===== src/rtl/online_seq_pkg.sv =====
// Shared types for the online stage sequencer: signed-digit encoding and FSM states.
package online_seq_pkg;

   // One radix-2 signed digit, encoded {p,n}.
   typedef logic [1:0] digit_t;

   localparam digit_t DIG_ZERO = 2'b00;
   localparam digit_t DIG_POS  = 2'b10;
   localparam digit_t DIG_NEG  = 2'b01;
   localparam digit_t DIG_ILL  = 2'b11;

   typedef enum logic [1:0] {
      StIdle,
      StInit,
      StFeed,
      StDone
   } state_e;

   // Map the illegal {1,1} code onto zero; legal codes pass through.
   function automatic digit_t dig_norm(digit_t d);
      case (d)
         DIG_POS, DIG_NEG: return d;
         default:          return DIG_ZERO;
      endcase
   endfunction

endpackage


===== src/rtl/online_digit_shreg.sv =====
// N-digit shift register: parallel load, shifts one digit toward the MSB end per
// shift_i, new digit entering at the LSB end. Load wins over shift. Needs N >= 2.
module online_digit_shreg #(
   parameter int unsigned N = 4
) (
   input  logic           clk_i,
   input  logic           rst_i,
   input  logic           load_i,
   input  logic [2*N-1:0] load_data_i,
   input  logic           shift_i,
   input  logic [1:0]     shift_in_i,
   output logic [2*N-1:0] data_o
);

   logic [2*N-1:0] data_d, data_q;

   // Next-state: load, shift or hold.
   always_comb begin
      data_d = data_q;
      if (load_i) begin
         data_d = load_data_i;
      end else if (shift_i) begin
         data_d = {data_q[2*N-3:0], shift_in_i};
      end
   end

   // Digit storage with synchronous clear.
   always_ff @(posedge clk_i) begin
      if (rst_i) begin
         data_q <= '0;
      end else begin
         data_q <= data_d;
      end
   end

   assign data_o = data_q;

endmodule


===== src/rtl/online_stage_sequencer.sv =====
// Sequences one online operation: serializes two N-digit operands MSB first into the
// PMS chain, flushes DELTA zero digits, collects N result digits and hands the word
// out with valid/ready. Define ONLINE_SEQ_DIGCHK_EN to add the sticky dig_err_o flag.
module online_stage_sequencer
   import online_seq_pkg::*;
#(
   parameter int unsigned N     = 4,
   parameter int unsigned DELTA = 2
) (
   input  logic           clk_i,
   input  logic           rst_i,
   input  logic           in_valid_i,
   output logic           in_ready_o,
   input  logic [2*N-1:0] x_in_i,
   input  logic [2*N-1:0] y_in_i,
   output logic           stage_clr_o,
   output logic           stage_en_o,
   output logic [1:0]     dig_x_o,
   output logic [1:0]     dig_y_o,
   input  logic [1:0]     z_dig_i,
   output logic           out_valid_o,
   input  logic           out_ready_i,
   output logic [2*N-1:0] z_out_o
`ifdef ONLINE_SEQ_DIGCHK_EN
   ,
   output logic           dig_err_o
`endif
);

   localparam int unsigned CntW = $clog2(N + DELTA + 1);
   localparam logic [CntW-1:0] CntN     = CntW'(N);
   localparam logic [CntW-1:0] CntDelta = CntW'(DELTA);
   localparam logic [CntW-1:0] CntLast  = CntW'(N + DELTA - 1);

   state_e          state_d, state_q;
   logic [CntW-1:0] cnt_d, cnt_q;
   logic            in_ready;
   logic            load;
   logic            shift_op;
   logic            capture;
   logic [2*N-1:0]  x_word, y_word;

   // FSM next-state and handshake/control decode.
   always_comb begin
      state_d     = state_q;
      cnt_d       = cnt_q;
      in_ready    = 1'b0;
      load        = 1'b0;
      shift_op    = 1'b0;
      capture     = 1'b0;
      stage_clr_o = 1'b0;
      stage_en_o  = 1'b0;
      out_valid_o = 1'b0;
      unique case (state_q)
         StIdle: begin
            in_ready = 1'b1;
            if (in_valid_i) begin
               load    = 1'b1;
               state_d = StInit;
            end
         end
         StInit: begin
            stage_clr_o = 1'b1;
            cnt_d       = '0;
            state_d     = StFeed;
         end
         StFeed: begin
            stage_en_o = 1'b1;
            shift_op   = (cnt_q < CntN);
            capture    = (cnt_q >= CntDelta);
            if (cnt_q == CntLast) begin
               state_d = StDone;
            end else begin
               cnt_d = cnt_q + CntW'(1);
            end
         end
         StDone: begin
            out_valid_o = 1'b1;
            // Retiring and accepting in the same cycle keeps back-to-back ops gapless.
            in_ready    = out_ready_i;
            if (out_ready_i) begin
               if (in_valid_i) begin
                  load    = 1'b1;
                  state_d = StInit;
               end else begin
                  state_d = StIdle;
               end
            end
         end
         default: state_d = StIdle;
      endcase
   end

   // State and digit counter registers.
   always_ff @(posedge clk_i) begin
      if (rst_i) begin
         state_q <= StIdle;
         cnt_q   <= '0;
      end else begin
         state_q <= state_d;
         cnt_q   <= cnt_d;
      end
   end

   // in_ready must read low while reset is held, even though state_q may still be IDLE.
   assign in_ready_o = in_ready & ~rst_i;

   online_digit_shreg #(
      .N (N)
   ) u_x_shreg (
      .clk_i       (clk_i),
      .rst_i       (rst_i),
      .load_i      (load),
      .load_data_i (x_in_i),
      .shift_i     (shift_op),
      .shift_in_i  (DIG_ZERO),
      .data_o      (x_word)
   );

   online_digit_shreg #(
      .N (N)
   ) u_y_shreg (
      .clk_i       (clk_i),
      .rst_i       (rst_i),
      .load_i      (load),
      .load_data_i (y_in_i),
      .shift_i     (shift_op),
      .shift_in_i  (DIG_ZERO),
      .data_o      (y_word)
   );

   online_digit_shreg #(
      .N (N)
   ) u_z_shreg (
      .clk_i       (clk_i),
      .rst_i       (rst_i),
      .load_i      (1'b0),
      .load_data_i ({(2*N){1'b0}}),
      .shift_i     (capture),
      .shift_in_i  (dig_norm(z_dig_i)),
      .data_o      (z_out_o)
   );

   // Only the MSB digit of each operand register is presented; the rest shift up into it.
   assign dig_x_o = shift_op ? dig_norm(x_word[2*N-1 -: 2]) : DIG_ZERO;
   assign dig_y_o = shift_op ? dig_norm(y_word[2*N-1 -: 2]) : DIG_ZERO;

   logic unused_low_digits;
   assign unused_low_digits = ^{x_word[2*N-3:0], y_word[2*N-3:0]};

`ifdef ONLINE_SEQ_DIGCHK_EN
   logic dig_err_q;

   function automatic logic has_ill(logic [2*N-1:0] w);
      logic r;
      r = 1'b0;
      for (int i = 0; i < int'(N); i++) begin
         r = r | (w[2*i +: 2] == DIG_ILL);
      end
      return r;
   endfunction

   // Sticky flag: only reset clears it, a new operation does not.
   always_ff @(posedge clk_i) begin
      if (rst_i) begin
         dig_err_q <= 1'b0;
      end else if ((load && (has_ill(x_in_i) || has_ill(y_in_i))) ||
                   (stage_en_o && (z_dig_i == DIG_ILL))) begin
         dig_err_q <= 1'b1;
      end
   end

   assign dig_err_o = dig_err_q;
`endif

endmodule


===== config.mk =====
export PLATFORM = sky130hd
export DESIGN_NAME = online_stage_sequencer
export DESIGN_NICKNAME = d
export VERILOG_FILES = /design/src/rtl/online_seq_pkg.sv /design/src/rtl/online_digit_shreg.sv /design/src/rtl/online_stage_sequencer.sv
export SDC_FILE = /design/constraint.sdc
export NUM_CORES = 1
export LEC_CHECK = 0
export ABC_AREA = 1
export ABC_CLOCK_PERIOD_IN_PS = 2300
export CAP_MARGIN = 20
export CORE_UTILIZATION = 48
export CTS_CLUSTER_SIZE = 16
export DETAILED_ROUTE_END_ITERATION = 6
export PLACE_DENSITY_LB_ADDON = 0.05
export SYNTH_ARGS = -nofsm -noshare
export SYNTH_HDL_FRONTEND = slang
export SYNTH_SLANG_ARGS = --single-unit

===== constraint.sdc =====
create_clock -name clk_i -period 2.3 [get_ports clk_i]
set_input_delay 0.69 -clock clk_i [delete_from_list [all_inputs] [get_ports clk_i]]
set_output_delay 0.69 -clock clk_i [all_outputs]
set_load 0.005 [all_outputs]

## After elaboration in Yosys (flattened, before gate mapping)

Cells that the tools add are included.

| cells by class | value |
|---|---|
| add/sub/neg operators | 1 |
| magnitude comparators | 2 |
| equal/unequal tests | 14 |
| multiplexer cells | 25 |
| bitwise gates (word level) | 2 |
| reduce and logical (&&, ||, !) cells | 8 |

Operators by type and width:

| operator | count |
|---|---|
| $mux 8 | 4 |
| $mux 2 | 8 |
| $eq 2x2->1 const B | 5 |
| $eq 2x1->1 const B | 4 |
| $mux 1 | 8 |
| $ne 2x2->1 const B | 4 |
| $pmux 2 s4 | 1 |
| $pmux 3 s2 | 1 |
| $reduce_or 2->1 | 3 |
| $pmux 1 s2 | 2 |
| $reduce_bool 2->1 | 2 |
| $add 3x1->3 const B | 1 |
| $eq 3x3->1 const B | 1 |
| $ge 3x2->1 const B | 1 |
| $lt 3x3->1 const B | 1 |
| $mux 3 | 1 |
| $reduce_and 3->1 | 1 |
| $logic_not 2->1 | 1 |
| $reduce_and 2->1 | 1 |
| $and 1x1->1 | 1 |
| $not 1->1 | 1 |

| word-level totals | value |
|---|---|
| register bits after elaboration | 29 |
| output and inout bits | 16 |

## Depth between registers and ports, before layout

Gate-level depths: netlist of the first run.

| depth | value |
|---|---|
| word-level depth | 4 |
| depth in mapped cells | 9 |
| depth with buffers taken out | 8 |

## By module

Synthesis of the first run repeated with hierarchy kept, for this count alone.

| unflattened totals | value |
|---|---|
| cell total of the unflattened synthesis | 261 |
| area total of the unflattened synthesis | 1706.6 um^2 |

Modules (own cells, without submodules):

| module | instances | cells an instance | area each (um^2) |
|---|---|---|---|
| online_digit_shreg | 3 | 63 | 411.6 |
| online_stage_sequencer | 1 | 72 | 471.7 |

## Least setup slack after synthesis of the first run

Ideal clock, no wire load.

| timing path | value |
|---|---|
| path kind | register -> output |
| start point | reg state_q[0] |
| end point | out dig_x_o[1] |
| arrival time | 1.246 ns |
| path slack | 0.364 ns |
| stages on the path, launching flop included | 8 |
| path buffers | 1 |
| path through | dfxtp_1 -> inv_1 -> ha_1 -> inv_2 -> nor2_4 -> inv_2 -> buf_2 -> nor3_1 |

| between the ends | value |
|---|---|
| cells in the longest elaborated chain, start to end | 3 |

RTL lines:

| item | RTL line | text |
|---|---|---|
| start, declared | online_stage_sequencer.sv:35 | `state_e state_d, state_q;` |
| start signal, assigned | online_stage_sequencer.sv:97 | `state_q <= StIdle;` |
| start signal, assigned | online_stage_sequencer.sv:100 | `state_q <= state_d;` |
| $eq 2x2->1 | online_stage_sequencer.sv:54 | `unique case (state_q)` |
| $mux 1 | online_stage_sequencer.sv:54 |  |
| $mux 2 | online_stage_sequencer.sv:145 | `assign dig_x_o = shift_op ? dig_norm(x_word[2*N-1 -: 2]) : DIG_ZERO;` |
| end, declared | online_stage_sequencer.sv:18 | `output logic [1:0] dig_x_o,` |

Every way passes these cells.

## Final worst setup path of the first run

| timing path | value |
|---|---|
| start point | reg state_q[0] |
| end point | out stage_en_o |

| between the ends | value |
|---|---|
| cells in the longest elaborated chain, start to end | 2 |

RTL lines:

| item | RTL line | text |
|---|---|---|
| $eq 2x2->1 | online_stage_sequencer.sv:54 |  |
| $mux 1 | online_stage_sequencer.sv:54 |  |
| end, declared | online_stage_sequencer.sv:17 | `output logic stage_en_o,` |

Every way passes these cells.

==> results of run 1 <==
## stage by stage
step / setup WS [ns] / total power, mW
6_report: 0.07302 / 2.205
3_5_place_dp: -0.3979 / 1.867
3_3_place_gp: -0.3399 / 1.818
5_1_grt: -0.004366 / 2.400
4_1_cts: 0.007931 / 2.190
2_1_floorplan: 0.3644 / 1.542
## sequential cells by signal, indices dropped and copies added, names as in the netlist
register,flops
u_y_shreg.data_o,8
u_x_shreg.data_o,8
u_z_shreg.data_o,8
state_q,2
cnt_q,3
## worst max-delay path: stages (launching register included)
cell             delay (ns)
dfxtp_2                0.34
inv_4                  0.08
ha_2                   0.19
buf_4                  0.12
clkdlybuf4s50_1        0.49
## cells by family (layout without fill, tap and decap cells)
kind of cell / Yosys count / after routing / synth area share, %
AND/OR/NAND/NOR: 119 / 119 / 36.05
flip-flops: 29 / 29 / 37.85
buffers and inverters: 23 / 67 / 7.096
AO/OA/AOI/OAI: 34 / 34 / 12.48
adder cells (fa/ha/maj): 8 / 8 / 6.526
## worst paths after layout
| path | start | to | slack (ns) |
|---|---|---|---|
| worst max-delay path | state_q[0]$_SDFFE_PP0P_ | stage_en_o | 0.07 |
| worst min-delay path | u_x_shreg.data_o[1]$_SDFFE_PP0P_ | u_x_shreg.data_o[1]$_SDFFE_PP0P_ | 0.49 |
| worst max register to register | state_q[1]$_SDFFE_PP0P_ | u_x_shreg.data_o[7]$_SDFFE_PP0P_ | 0.70 |
| worst min register to register | u_x_shreg.data_o[1]$_SDFFE_PP0P_ | u_x_shreg.data_o[1]$_SDFFE_PP0P_ | 0.49 |
## cell type report
type                            count  area share [%]
Multi-Input combinational cell    161           42.94
Timing Repair Buffer               47           20.98
Tap cell                           44           2.691
Inverter                           14           2.813
Clock inverter                      1          0.2446
Clock buffer                        5           1.835
Sequential cell                    29           28.50
## layer usage
metal	up-vias	share of wire (%)	GRT usage, %
met5	-	0	0
met4	0	1.4	9.524
met2	35	44	35.63
li1	783	-	-
met3	6	4.4	4.615
met1	694	50	30.41
## power by group
| part | switching (mW) | total, mW | internal [mW] |
|---|---|---|---|
| combinational | 0.694 | 1.17 | 0.479 |
| clock | 0.174 | 0.280 | 0.106 |
| sequential | 0.0964 | 0.752 | 0.656 |
## timing repair
action / CTS / global route
gates resized for setup: 16 / 9
gates cloned: 0 / 0
setup endpoints to repair: 5 / 6
## Yosys cell counts, drive strengths merged
cell     n
a21oi   24
buf      7
clkbuf   2
dfxtp   29
ha       8
inv     14
nand2   57
nand3   24
nand3b  13
nor2    23
nor3     2
o21a     1
o21ai    9
==> results.md, run 1 <==
- Status: complete, no violations
- Critical path capture point type: primary output
- Synth top area cells: dfxtp_1 (38%), nand2_1 (13%), nand3_1 (7.8%)
- H-tree Lvls: 2
- Die span in x: 58.53 um
- WL final: 3549 um
- Fin cells: 301
- Drt wl/cell: 11.79 um
- Max-Cap Viols: 0
- Netlist cell types: 21
- P per Cell Area: 1078 nW/um^2
- Max frequency: 449.0 MHz
- Post-DP HPWL: 2486 um
- CTS tree: done
- Path depth of the worst reg2reg path: 8
- Final Critical Period: 2.227 ns
- Final layout net count: 288
- CTS Root Cell: clkbuf_4
- #FFs+latches synth: 29
- Leading area contributor after synthesis: dfxtp_1
- Commonest cells after routing, fill and taps aside: nand2_1 (55), clkdlybuf4s50_1 (30), dfxtp_1 (27)
- Startpoint types: register
- Top cell type's share of synthesized area: 37.85%
- Multi-input gate area: 878.3 um^2
- Largest net degree at the start of global routing: 29
- Max_slew headroom: 78.35%
- Final worst-path cycle share: 96.83%
- Crit path kind: reg2out
- Worst Clk Skew: 0.006172 ns
- Die area: 3426 um^2
- Total CTS buffers: 5
- Initial DRC count: 75
- Worst Path Max Fanout: 4
- Post-Syn Area: 1534 um^2
- Die height: 58.53 um
- Fillers: 294
- Hold depth: 2
- Slew Viols, Final: 0
- Starting density of the core: 50.25%
- CTS max path bufs: 2
- Core Region: 3053 um^2
- Fin area: 2046 um^2
- ANT nets after route: 0
- Max rail drop VDD: 0.4376 mV
- Later-pin clock latency in the skew report: 0.33 ns
- Area grow syn2layout: 33.36%
- Total Routing Usage GR: 22.69%
- Clock slew at reported path FFs: 0.09 ns
- Synth Instances: 213
- Post-CTS setup buffers: 0
- First-pass GRT wire length: 5899 um
- DR vias: 1518
- IO buf count: 37
- # hold bufs at CTS: 0
- Sequential cell area: 583.1 um^2
- Final hold vios: 0
- Final setup fails: 0
- Drc violations: 0
- Part of the Yosys area used for sequential elements: 37.85%
- Worst Path Required: 1.61 ns
- Yosys warning count: 0
- Routability cong.: 0.8200
- Dpl cells: 295
- # diodes: 0
- Dpl cell area: 1978 um^2
- Min-Delay Path Class: reg2reg
- Vias/cell: 5.043
- Setup TNS: 0 ns
- Row count: 20
- Avg Cell Area, Syn: 7.202 um^2
- I/O pin cnt: 38
- Worst-margin pin slew: 0.3247 ns
- Clock sinks: 29
- Drt pass-1 iters: 4
- Utilization after layout: 67.01%
- Hold WS: 0.4886 ns
- Global route overflow: 0
- Vias in the first global route: 1380
- Commonest non-fill, non-tap cell in the layout: nand2_1
- Share of cells above drive strength 1: 16.73%
- Leakage: 0.8509 nW
- Initial antenna violation count: 0
- Mapped Nets: 243
- Worst EP arrival: 1.54 ns
Power figures use the tool's default switching activity.
==> inputs of run 2 (changes only) <==
CAP_MARGIN = unset   (was 20)
SETUP_SLACK_MARGIN = 0.05   (was unset)
==> run 2 against run 1 <==
Against the previous run:
- total power fell by 0.15%
- largest power group unchanged
- combinational power barely moved
- utilization grew 0.082 points
- register-to-register slack is essentially flat
==> results.md, run 2 (synthesis gave the netlist of run 1 again) <==
- Setup TNS: 0 ns (unchanged)
- Max incr delay on CP: 0.49 ns (about the same)
- Combinational Power Share: 53.1% (was 53.2%)
- Worst Clk Skew: 0.006172 ns (about the same)
- ANT nets after route: 0 (unchanged)
- Global route overflow: 0 (unchanged)
- Drc violations: 0 (unchanged)
- PnR worst setup slack: 0.07306 ns (was 0.07302 ns)
- Int Power: 1.238 mW (was 1.241 mW)
- Die span in x: 58.53 um (unchanged)
- # hold bufs at CTS: 0 (unchanged)
- Worst-margin pin slew: 0.3250 ns (was 0.3247 ns)
- IO buf count: 37 (unchanged)
- RSZ-0062 raised after global routing: yes
- Max-Cap Viols: 0 (unchanged)
- Final Critical Period: 2.227 ns (about the same)
- Routability cong.: 0.8200 (unchanged)
- Final worst-path cycle share: 96.82% (was 96.83%)
- Dpl cells: 295 (unchanged)
- Max frequency: 449.0 MHz (about the same)
- Final setup fails: 0 (unchanged)
- Largest net degree at the start of global routing: 29 (unchanged)
- Post-CTS setup buffers: 0 (unchanged)
- Vias in the first global route: 1380 (unchanged)
- Leakage: 0.8655 nW (was 0.8509 nW)
- Final hold vios: 0 (unchanged)
- Startpoint types: register (unchanged)
- H-tree Lvls: 2 (unchanged)
- Fillers: 293 (was 294)
- Worst Path Max Fanout: 4 (unchanged)
- Core Region: 3053 um^2 (unchanged)
- Crit path kind: reg2out (unchanged)
- Worst Path Required: 1.61 ns (about the same)
- # diodes: 0 (unchanged)
- Total Routing Usage GR: 22.69% (unchanged)
- Hold WS: 0.4886 ns (unchanged)
- Status: complete, no violations (unchanged)
- Max rail drop VDD: 0.4376 mV (about the same)
- First-pass GRT wire length: 5899 um (unchanged)
- Commonest non-fill, non-tap cell in the layout: nand2_1 (unchanged)
- I/O pin cnt: 38 (unchanged)
- Die height: 58.53 um (unchanged)
- CTS tree: done (unchanged)
- CP Cell Sequence: inv_4 > ha_2 > buf_4 > clkdlybuf4s50_1 (unchanged)
- Critical path capture point type: primary output (unchanged)
- Final layout net count: 288 (unchanged)
- Min-Delay Path Class: reg2reg (unchanged)
- Initial DRC count: 69 (was 75)
- Clock sinks: 29 (unchanged)
- Max_slew headroom: 78.33% (was 78.35%)
- Vias/cell: 5.043 (unchanged)
- Post-DP HPWL: 2486 um (unchanged)
- Total CTS buffers: 5 (unchanged)
- Later-pin clock latency in the skew report: 0.33 ns (about the same)
- Commonest cells after routing, fill and taps aside: nand2_1 (55), clkdlybuf4s50_1 (29), dfxtp_1 (27) (was nand2_1 (55), clkdlybuf4s50_1 (30), dfxtp_1 (27))
- Placement Setup Slack: -0.3979 ns (unchanged)
- P per Cell Area: 1075 nW/um^2 (was 1078 nW/um^2)
- Share of cells above drive strength 1: 16.73% (unchanged)
- Sequential cell area: 583.1 um^2 (unchanged)
- DR vias: 1518 (unchanged)
- CTS resizes: 17 (was 16)
- Starting density of the core: 50.25% (unchanged)
- CTS Root Cell: clkbuf_4 (unchanged)
- Multi-input gate area: 878.3 um^2 (unchanged)
- Psw: 0.9637 mW (was 0.9643 mW)
- Fin cells: 301 (unchanged)
- Die area: 3426 um^2 (unchanged)
- WP buf/inv: 3 (unchanged)
- Net Sw Frac: 43.77% (was 43.74%)
- Slew Viols, Final: 0 (unchanged)
- Slowest CP cell: clkdlybuf4s50_1 (unchanged)
- Clock network power share: 12.7% (about the same)
- Clock slew at reported path FFs: 0.09 ns (about the same)
- WL final: 3546 um (was 3549 um)
- Drt wl/cell: 11.78 um (was 11.79 um)
- CTS max path bufs: 2 (unchanged)
- Row count: 20 (unchanged)
- Area grow syn2layout: 33.52% (was 33.36%)
- Seq pwr share: 34.2% (was 34.1%)
- Worst EP arrival: 1.54 ns (about the same)
- Initial antenna violation count: 0 (unchanged)
- Largest delay share family, worst path: buffers and inverters (unchanged)
- Drt pass-1 iters: 4 (unchanged)
==> run 2: cell types whose count changed in the layout (fill, tap and decap cells not counted), sizes merged <==
| cell | change |
|---|---|
| clkdlybuf4s50 | -1 |
| dlymetal6s2s | +1 |
==> run 2: power groups by stage <==
| stage | combinational [mW] | sequential (mW) | clock [mW] |
|---|---|---|---|
| floorplan | 0.804 | 0.738 | 0 |
| global placement | 1.08 | 0.741 | 0 |
| detailed placement | 1.12 | 0.749 | 0 |
| CTS | 1.16 | 0.745 | 0.286 |
| global route | 1.32 | 0.772 | 0.307 |
| finish | 1.17 | 0.752 | 0.280 |
==> run 2: tightest hold or removal path: stages, from the launching register on <==
cell     delay, ns
dfxtp_1       0.32
nand3_1       0.07
a21oi_1       0.05
==> run 2: final timing paths <==
| path | slack, ns | start | to | cells after the start |
|---|---|---|---|---|
| hold / removal | 0.49 | u_x_shreg.data_o[1]$_SDFFE_PP0P_ | u_x_shreg.data_o[1]$_SDFFE_PP0P_ | 2 |
| setup / recovery | 0.07 | state_q[0]$_SDFFE_PP0P_ | stage_en_o | 4 |
| hold reg to reg | 0.49 | u_x_shreg.data_o[1]$_SDFFE_PP0P_ | u_x_shreg.data_o[1]$_SDFFE_PP0P_ | 2 |
| setup reg to reg | 0.70 | state_q[1]$_SDFFE_PP0P_ | u_x_shreg.data_o[7]$_SDFFE_PP0P_ | 8 |
==> run 2: metrics by stage <==
| stage | power (mW) | util [%] | area (um^2) |
|---|---|---|---|
| 2_1_floorplan | 1.542 | - | 1534 |
| 3_3_place_gp | 1.818 | 64.80 | 1978 |
| 3_5_place_dp | 1.867 | 64.80 | 1978 |
| 4_1_cts | 2.191 | 66.89 | 2042 |
| 5_1_grt | 2.398 | 67.09 | 2048 |
| 6_report | 2.202 | 67.09 | 2048 |
==> run 2: area by class of cell <==
type | count | share of cell area, %
Clock buffer | 5 | 1.833
Clock inverter | 1 | 0.2443
Inverter | 14 | 2.810
Multi-Input combinational cell | 161 | 42.88
Sequential cell | 29 | 28.47
Tap cell | 44 | 2.688
Timing Repair Buffer | 47 | 21.08
==> run 2: routing by layer <==
metal	global-route usage, %	share of wire, %
met4	9.524	1.4
met5	0	0
met3	4.615	4.4
met1	30.41	50
met2	35.63	45
